## config.mk

```make
export PLATFORM = sky130hd
export DESIGN_NAME = sync_debounce_bank
export DESIGN_NICKNAME = d
export VERILOG_FILES = /design/src/rtl/sync_debounce_bank_debounce_channel.sv /design/src/rtl/sync_debounce_bank.sv
export SDC_FILE = /design/constraint.sdc
export NUM_CORES = 1
export LEC_CHECK = 0
export CORE_MARGIN = 8
export CORE_UTILIZATION = 46
export CTS_CLUSTER_SIZE = 14
export DETAILED_ROUTE_END_ITERATION = 10
export PLACE_DENSITY_LB_ADDON = 0.25
export SLEW_MARGIN = 20
export SYNTH_ARGS = -nofsm -noshare
export SYNTH_HDL_FRONTEND = slang
export SYNTH_SLANG_ARGS = --single-unit
```

## constraint.sdc

```tcl
create_clock -name clock -period 1.17 [get_ports clock]
set_input_delay 0.234 -clock clock [delete_from_list [all_inputs] [get_ports clock]]
set_output_delay 0.234 -clock clock [all_outputs]
set_load 0.02 [all_outputs]
```

## src/rtl/sync_debounce_bank_debounce_channel.sv

```systemverilog
`default_nettype none
//==============================================================================
// Module      : debounce_channel
// Description : One input bit of the debounce bank. Synchronizer chain, sample
//               register, reloadable debounce timer, output level register and
//               registered rise/fall event pulses.
// Revision    : 1.0 - initial release
//==============================================================================
module debounce_channel #(
  parameter int   SYNC_STAGES = 2,
  parameter int   TIMER_WIDTH = 2,
  parameter int   TIMER_INIT  = 3,
  parameter logic RESET_VALUE = 1'b0
) (
  input  logic clock,
  input  logic reset,
  input  logic dataIn,
  output logic dataOut,
  output logic rising,
  output logic falling,
  output logic eventNext
);

  localparam logic [TIMER_WIDTH-1:0] c_timerInit = TIMER_WIDTH'(TIMER_INIT);
  localparam logic [TIMER_WIDTH-1:0] c_one       = TIMER_WIDTH'(1);

  logic [SYNC_STAGES-1:0] r_sync;
  logic                   r_sample;
  logic [TIMER_WIDTH-1:0] r_count;
  logic                   r_out;
  logic                   r_rise;
  logic                   r_fall;

  logic                   w_differ;
  logic                   w_update;
  logic [TIMER_WIDTH-1:0] w_countNext;
  logic                   w_riseNext;
  logic                   w_fallNext;

  // Synchronizer chain; a single-stage chain has nothing to shift.
  generate
    if (SYNC_STAGES == 1) begin : g_syncSingle
      // Single metastability-capture flop.
      always_ff @(posedge clock or negedge reset) begin
        if (!reset) r_sync <= RESET_VALUE;
        else        r_sync <= dataIn;
      end
    end else begin : g_syncChain
      // Shift the raw input through the capture flops, stage 0 first.
      always_ff @(posedge clock or negedge reset) begin
        if (!reset) r_sync <= {SYNC_STAGES{RESET_VALUE}};
        else        r_sync <= {r_sync[SYNC_STAGES-2:0], dataIn};
      end
    end
  endgenerate

  // Debounce decision: only a disagreeing sample with an expired timer moves
  // the output; any agreeing sample reloads the timer so counting restarts.
  always_comb begin
    w_differ    = (r_sample != r_out);
    w_update    = 1'b0;
    w_countNext = c_timerInit;
    if (w_differ) begin
      if (r_count != '0) begin
        w_countNext = r_count - c_one;
      end else begin
        w_update    = 1'b1;
        w_countNext = c_timerInit;
      end
    end
    w_riseNext = w_update &  r_sample;
    w_fallNext = w_update & ~r_sample;
  end

  // Sample, timer, output level and event registers.
  always_ff @(posedge clock or negedge reset) begin
    if (!reset) begin
      r_sample <= RESET_VALUE;
      r_count  <= c_timerInit;
      r_out    <= RESET_VALUE;
      r_rise   <= 1'b0;
      r_fall   <= 1'b0;
    end else begin
      r_sample <= r_sync[SYNC_STAGES-1];
      r_count  <= w_countNext;
      if (w_update) r_out <= r_sample;
      r_rise   <= w_riseNext;
      r_fall   <= w_fallNext;
    end
  end

  assign dataOut   = r_out;
  assign rising    = r_rise;
  assign falling   = r_fall;
  assign eventNext = w_riseNext | w_fallNext;

endmodule
`default_nettype wire

```

## src/rtl/sync_debounce_bank.sv

```systemverilog
`default_nettype none
//==============================================================================
// Module      : sync_debounce_bank
// Description : CHANNELS independent synchronizer/debouncer channels with
//               per-channel rise/fall pulses and an aggregate change strobe.
// Revision    : 1.0 - initial release
//==============================================================================
module sync_debounce_bank #(
  parameter int                  CHANNELS    = 4,
  parameter int                  SYNC_STAGES = 2,
  parameter int                  TIMER_WIDTH = 2,
  parameter int                  TIMER_INIT  = 3,
  parameter logic [CHANNELS-1:0] RESET_VALUE = '0
) (
  input  logic                clock,
  input  logic                reset,
  input  logic [CHANNELS-1:0] dataIn,
  output logic [CHANNELS-1:0] dataOut,
  output logic [CHANNELS-1:0] rising,
  output logic [CHANNELS-1:0] falling,
  output logic                changed
);

  // Parameter legality, rejected at elaboration.
  generate
    if (CHANNELS < 1) begin : g_badChannels
      $error("sync_debounce_bank: CHANNELS must be >= 1");
    end
    if (SYNC_STAGES < 1) begin : g_badSyncStages
      $error("sync_debounce_bank: SYNC_STAGES must be >= 1");
    end
    if (TIMER_WIDTH < 1) begin : g_badTimerWidth
      $error("sync_debounce_bank: TIMER_WIDTH must be >= 1");
    end
    if ((TIMER_INIT < 0) || (longint'(TIMER_INIT) >= (longint'(1) << TIMER_WIDTH))) begin : g_badTimerInit
      $error("sync_debounce_bank: TIMER_INIT must fit in TIMER_WIDTH bits");
    end
  endgenerate

  logic [CHANNELS-1:0] w_eventNext;
  logic                r_changed;

  generate
    for (genvar gi = 0; gi < CHANNELS; gi++) begin : g_channel
      debounce_channel #(
        .SYNC_STAGES (SYNC_STAGES),
        .TIMER_WIDTH (TIMER_WIDTH),
        .TIMER_INIT  (TIMER_INIT),
        .RESET_VALUE (RESET_VALUE[gi])
      ) u_channel (
        .clock     (clock),
        .reset     (reset),
        .dataIn    (dataIn[gi]),
        .dataOut   (dataOut[gi]),
        .rising    (rising[gi]),
        .falling   (falling[gi]),
        .eventNext (w_eventNext[gi])
      );
    end
  endgenerate

  // Aggregate strobe, registered from the channels' next-event terms so it
  // lines up with their registered rise/fall pulses.
  always_ff @(posedge clock or negedge reset) begin
    if (!reset) r_changed <= 1'b0;
    else        r_changed <= |w_eventNext;
  end

  assign changed = r_changed;

endmodule
`default_nettype wire

```

==> metrics.txt, run 1 <==
num rows=18; mapped cell area=between 1000 and 1500 um^2; Arr. time, crit path=1.34 ns; Cells after Synth=slightly above 90; WL/cell=approximately 13 um; worst hold-check path type=primary input to async pin; Routed Antenna Nets=0; worst skew pair latency=roughly 0.32 ns; # clock sinks=33; Tmin final=between 1 and 1.5 ns; Max Transition Viols Final=0; Yosys cell types=15; I/O pin count=19; met2 wire length=868 um; root buffer cell=clkbuf_4; Hold Buf Count CTS=0; sequential cell area fraction in the yosys report=0.6894; CP max FO=5; Detailed Place HPWL=between 1000 and 1500 um; CTS Buf Count=5; Die Wd=just under 70 um; ANT cells=0; largest net degree at the start of global routing=34; Die Area=around 4500 um^2; CP Launch Type=flip-flop; Slowest cell on crit path=dfstp_2; syn_nets=approximately 100; Initial DRT Pass Iterations=3; Worst-path clk slew=approximately 0.090 ns; crit path kind=flip-flop to flip-flop; core footprint=2500 um^2; slowest cell delay on critical path=roughly 0.53 ns; Top Layer Used=met3; Synth Register Bits=33; Mapped Avg Cell Area=~13 um^2; share of layout cells above drive strength 1=0.3727; met3 WL=approximately 150 um; Period Utilization, post-route=0.9635; starting density of the core=0.4850; Die H=67.34 um; Final Non-Filler Cells=140; commonest non-fill, non-tap cell in the layout=dfrtp_1; Pleak=between 0.7 and 0.8 nW; Area Overhead vs Synth=16.82%; GPL Wtd Cong=0.7086; Total GRT Usage=0.09088; Crit. Startpoint=g_channel[0].u_channel.r_count[1]$_DFF_PN1_; vias in the first global route=718; clock tree buffer depth=2; Cell Pwr Density=2206 nW/um^2; status=completed; Post-CTS Setup Bufs=0; vias per cell=~4.6; 1st-iter DRT viols=18; htree depth=2; Final Hold Viols=0; f_max=887.1 MHz; VDD IR max=~0.0013 V; Vias=between 600 and 700; cell total after placement=about 130; Slew headroom=0.7976; crit-path cells=inv_1 -> ha_4 -> mux2_2; setup violators final=0; Worst Max-Slew Pin Slew=between 0.3 and 0.4 ns; RSZ-0062 raised after global routing=true; layout filler cell count=about 220; total grt overflow=0; CTS tree=yes; Synth Warn #=0; commonest cells after routing, fill and taps aside=25 x dfrtp_1, 12 x buf_2, 10 x inv_1, 9 x nand2_1, 8 x dfstp_2; Final nets=119; initial antenna violation count=0; Max Cap Viol=0; global-route wire length before repair=~3000 um; PortBufs=18; drt drc=0; post-layout util=0.5666; CP required=roughly 1.4 ns; FF-to-FF Start=g_channel[0].u_channel.r_count[1]$_DFF_PN1_; Setup crit end kind=flip-flop; wl on met1=approximately 740 um; clk_skew=~0.008 ns; total wire length=around 1800 um
-- cells in the mapped netlist (all sizes together) --
cell type,n,area share
dfrtp,25,0.52
buf,12,0.074
inv,11,0.034
nand2,9,0.028
dfstp,8,0.17
ha,4,0.041
nand3b,4,0.025
nor2,4,0.012
xor2,4,0.035
o21ai,3,0.012
a22oi,2,0.012
and3b,2,0.014
nor3b,2,0.012
mux2,1,0.0093
-- final timing paths --
kind | end | slack (ns) | cells after the start
min in group clock | g_channel[0].u_channel.r_sync[0]$_DFF_PN0_ | 0.34 | 1
min reg2reg | g_channel[2].u_channel.r_sync[1]$_DFF_PN0_ | 0.36 | 0
min | g_channel[3].u_channel.rising$_DFF_PN0_ | 0.27 | 2
max | g_channel[0].u_channel.dataOut$_DFFE_PN0P_ | 0.04 | 3
max in group asynchronous | g_channel[1].u_channel.r_count[0]$_DFF_PN1_ | 0.66 | 2
max reg2reg | g_channel[0].u_channel.dataOut$_DFFE_PN0P_ | 0.04 | 3
-- state kept, by name (all words and copies together) (netlist names) --
register / count
g_channel.u_channel.falling: 4
changed: 1
g_channel.u_channel.r_count: 8
g_channel.u_channel.r_sample: 4
g_channel.u_channel.rising: 4
g_channel.u_channel.r_sync: 8
g_channel.u_channel.dataOut: 4
-- per-layer routing --
metal / GRT usage / vias up
met4: 0.04439 / 0
li1: - / 306
met1: 0.09164 / 319
met3: 0.05960 / 0
met2: 0.1434 / 18
met5: 0 / -
-- critical path, delay by kind of cell (launching register included) --
kind	cells	cell delay [ns]
muxes	1	0.26
buffers and inverters	1	0.06
adders and majority gates	1	0.18
DFF	1	0.53
-- layout make-up --
type,instances,area [um^2],area share
Inverter,11,41.29,0.02915
Multi-Input combinational cell,35,275.3,0.1943
Timing Repair Buffer,23,167.7,0.1184
Sequential cell,33,835.8,0.5901
Clock buffer,8,58.81,0.04152
Tap cell,30,37.54,0.02650
-- where the power goes --
group	total [mW]	internal [mW]	switching [mW]
Sequential	1.54	1.44	0.0977
Combinational	0.940	0.404	0.536
Clock	0.644	0.296	0.348
-- through the flow --
step / power [mW] / instance area (um^2) / hold WS [ns] / setup slack (ns) / TNS [ns]
after floorplan: 2.183 / 1212 / -0.06159 / 0.02443 / 0
after global placement: 2.474 / 1390 / 0.3323 / -0.01165 / -0.01225
after detailed placement: 2.529 / 1390 / 0.3347 / -0.01946 / -0.04308
after CTS: 3.108 / 1394 / 0.2603 / 0.001376 / 0
after global routing: 3.349 / 1416 / 0.2687 / -0.01833 / -0.02061
final: 3.125 / 1416 / 0.2720 / 0.04271 / 0
-- what timing repair did --
item / 4_1_cts / 5_1_grt
gates resized for setup: 55 / 6
setup endpoints to repair: 15 / 4
pin swaps: 0 / 2
cloned: 0 / 0
hold endpoints to repair: 0 / 0
-- kinds of logic (layout without fill, tap and decap cells) --
logic type | Yosys count | count (layout) | synth area share
AO/OA/AOI/OAI | 5 | 5 | 0.02476
flip-flops | 33 | 33 | 0.6894
AND/OR/NAND/NOR | 21 | 21 | 0.09184
buffers and inverters | 23 | 42 | 0.1084
adder cells (fa/ha/maj) | 4 | 4 | 0.04128
multiplexers | 1 | 1 | 0.009287
XOR/XNOR | 4 | 4 | 0.03510
(Power assumes the default switching activity.)
==> run 2: changes to the inputs <==
--- a/config.mk
+++ b/config.mk
@@ -10,6 +10,7 @@
 export CTS_CLUSTER_SIZE = 14
 export DETAILED_ROUTE_END_ITERATION = 10
 export PLACE_DENSITY_LB_ADDON = 0.25
+export SKIP_CTS_REPAIR_TIMING = 1
 export SLEW_MARGIN = 20
 export SYNTH_ARGS = -nofsm -noshare
 export SYNTH_HDL_FRONTEND = slang
==> run 2 against run 1 <==
Global-route usage stayed put; critical path type unchanged; largest cell class unchanged; clock skew hardly changed; clock power hardly changed; combinational power is 1% lower; die area stayed put.
==> metrics.txt, run 2 (synthesis gave the netlist of run 1 again) <==
core footprint=2500 um^2 (unchanged); Period Utilization, post-route=0.9627 (was 0.9635); Initial DRT Pass Iterations=3 (unchanged); Total GRT Usage=0.09088 (unchanged); 1st-iter DRT viols=18 (unchanged); total wire length=1787 um (was 1764 um); global-route wire length before repair=2973 um (was 2980 um); Largest regs=g_channel.u_channel.r_count x8, g_channel.u_channel.r_sync x8 (unchanged); GPL Wtd Cong=0.7086 (unchanged); Die Wd=67.34 um (unchanged); setup violators final=0 (unchanged); CTS tree=yes (unchanged); Arr. time, crit path=1.34 ns (about the same); Final Non-Filler Cells=140 (unchanged); Worst-path clk slew=0.09 ns (about the same); root buffer cell=clkbuf_4 (unchanged); CP Launch Type=flip-flop (unchanged); WL/cell=12.76 um (was 12.60 um); I/O pin count=19 (unchanged); total grt overflow=0 (unchanged); commonest cells after routing, fill and taps aside=25 x dfrtp_1, 13 x clkbuf_2, 9 x inv_1, 9 x nand2_1, 8 x dfstp_2 (was 25 x dfrtp_1, 12 x buf_2, 10 x inv_1, 9 x nand2_1, 8 x dfstp_2); htree depth=2 (unchanged); Max Transition Viols Final=0 (unchanged); Final nets=119 (unchanged); status=completed (unchanged); worst skew pair latency=0.32 ns (about the same); initial antenna violation count=0 (unchanged); cell total after placement=132 (unchanged); Max Cap Viol=0 (unchanged); commonest non-fill, non-tap cell in the layout=dfrtp_1 (unchanged); PortBufs=18 (unchanged); worst hold-check path type=primary input to async pin (unchanged); Final Hold Viols=0 (unchanged); f_max=887.9 MHz (was 887.1 MHz); vias in the first global route=713 (was 718); clock tree buffer depth=2 (unchanged); Worst Max-Slew Pin Slew=0.3000 ns (was 0.3025 ns); Detailed Place HPWL=1215 um (unchanged); Pleak=0.7212 nW (was 0.7325 nW); clk_skew=0.007992 ns (was 0.008019 ns); # clock sinks=33 (unchanged); vias per cell=4.621 (was 4.593); largest net degree at the start of global routing=34 (unchanged); Die Area=4535 um^2 (unchanged); VDD IR max=0.001330 V (was 0.001331 V); Die H=67.34 um (unchanged); Routed Antenna Nets=0 (unchanged); share of layout cells above drive strength 1=0.3818 (was 0.3727); CP required=1.39 ns (about the same); CP max FO=5 (unchanged); Area Overhead vs Synth=16.62% (was 16.82%); drt drc=0 (unchanged); num rows=18 (unchanged); starting density of the core=0.4850 (unchanged); Cell Pwr Density=2206 nW/um^2 (about the same); Setup crit end kind=flip-flop (unchanged); crit path kind=flip-flop to flip-flop (unchanged); Slew headroom=0.7993 (was 0.7976); ANT cells=0 (unchanged); Tmin final=1.126 ns (was 1.127 ns); Vias=647 (was 643); CTS Buf Count=5 (unchanged); Pwr Total=3.118 mW (was 3.125 mW)
-- run 2: layout make-up --
cell class | count | area [um^2]
fillers | 223 | 1086
flip-flops and latches | 33 | 835.8
multi-input cells | 35 | 275.3
repair buffers | 23 | 165.2
clock buffers | 8 | 58.81
inverters | 11 | 41.29
well taps | 30 | 37.54
-- run 2: stage by stage --
| step | TNS, ns | hold slack [ns] | utilization | setup slack, ns | area [um^2] |
|---|---|---|---|---|---|
| global route | -0.01812 | 0.2687 | 0.5656 | -0.01422 | 1414 |
| detailed placement | -0.04308 | 0.3347 | 0.5561 | -0.01946 | 1390 |
| global placement | -0.01225 | 0.3323 | 0.5561 | -0.01165 | 1390 |
| CTS | -4.626 | 0.2603 | 0.5796 | -0.3755 | 1449 |
| finish | 0 | 0.2709 | 0.5656 | 0.04370 | 1414 |
| floorplan | 0 | -0.06159 | - | 0.02443 | 1212 |
-- run 2: path summary, 6_finish.rpt --
path	startpoint	end	slack (ns)	cells after the start
min in group clock	dataIn[0]	g_channel[0].u_channel.r_sync[0]$_DFF_PN0_	0.34	1
setup reg to reg	g_channel[0].u_channel.r_count[0]$_DFF_PN1_	g_channel[0].u_channel.dataOut$_DFFE_PN0P_	0.04	3
hold reg to reg	g_channel[2].u_channel.r_sync[0]$_DFF_PN0_	g_channel[2].u_channel.r_sync[1]$_DFF_PN0_	0.36	0
max in group asynchronous	reset	g_channel[1].u_channel.r_count[0]$_DFF_PN1_	0.66	2
setup / recovery	g_channel[0].u_channel.r_count[0]$_DFF_PN1_	g_channel[0].u_channel.dataOut$_DFFE_PN0P_	0.04	3
hold / removal	reset	g_channel[3].u_channel.rising$_DFF_PN0_	0.27	2
-- run 2: layer usage --
layer,global-route usage,vias to the layer above,share of wire
li1,-,307,-
met1,0.09063,320,0.43
met2,0.1446,20,0.50
met3,0.05960,0,0.071
met4,0.04439,0,0
met5,0,-,0
-- run 2: critical path, stage by stage, from the launching register on --
cell	delay, ns
dfstp_2	0.55
inv_2	0.04
ha_4	0.16
mux2_2	0.26
-- run 2: where the power goes --
group / switching, mW / internal (mW) / leakage (nW) / total (mW)
sequential: 0.103 / 1.44 / 0.399 / 1.55
clock: 0.347 / 0.296 / 0.0326 / 0.644
combinational: 0.535 / 0.393 / 0.290 / 0.928
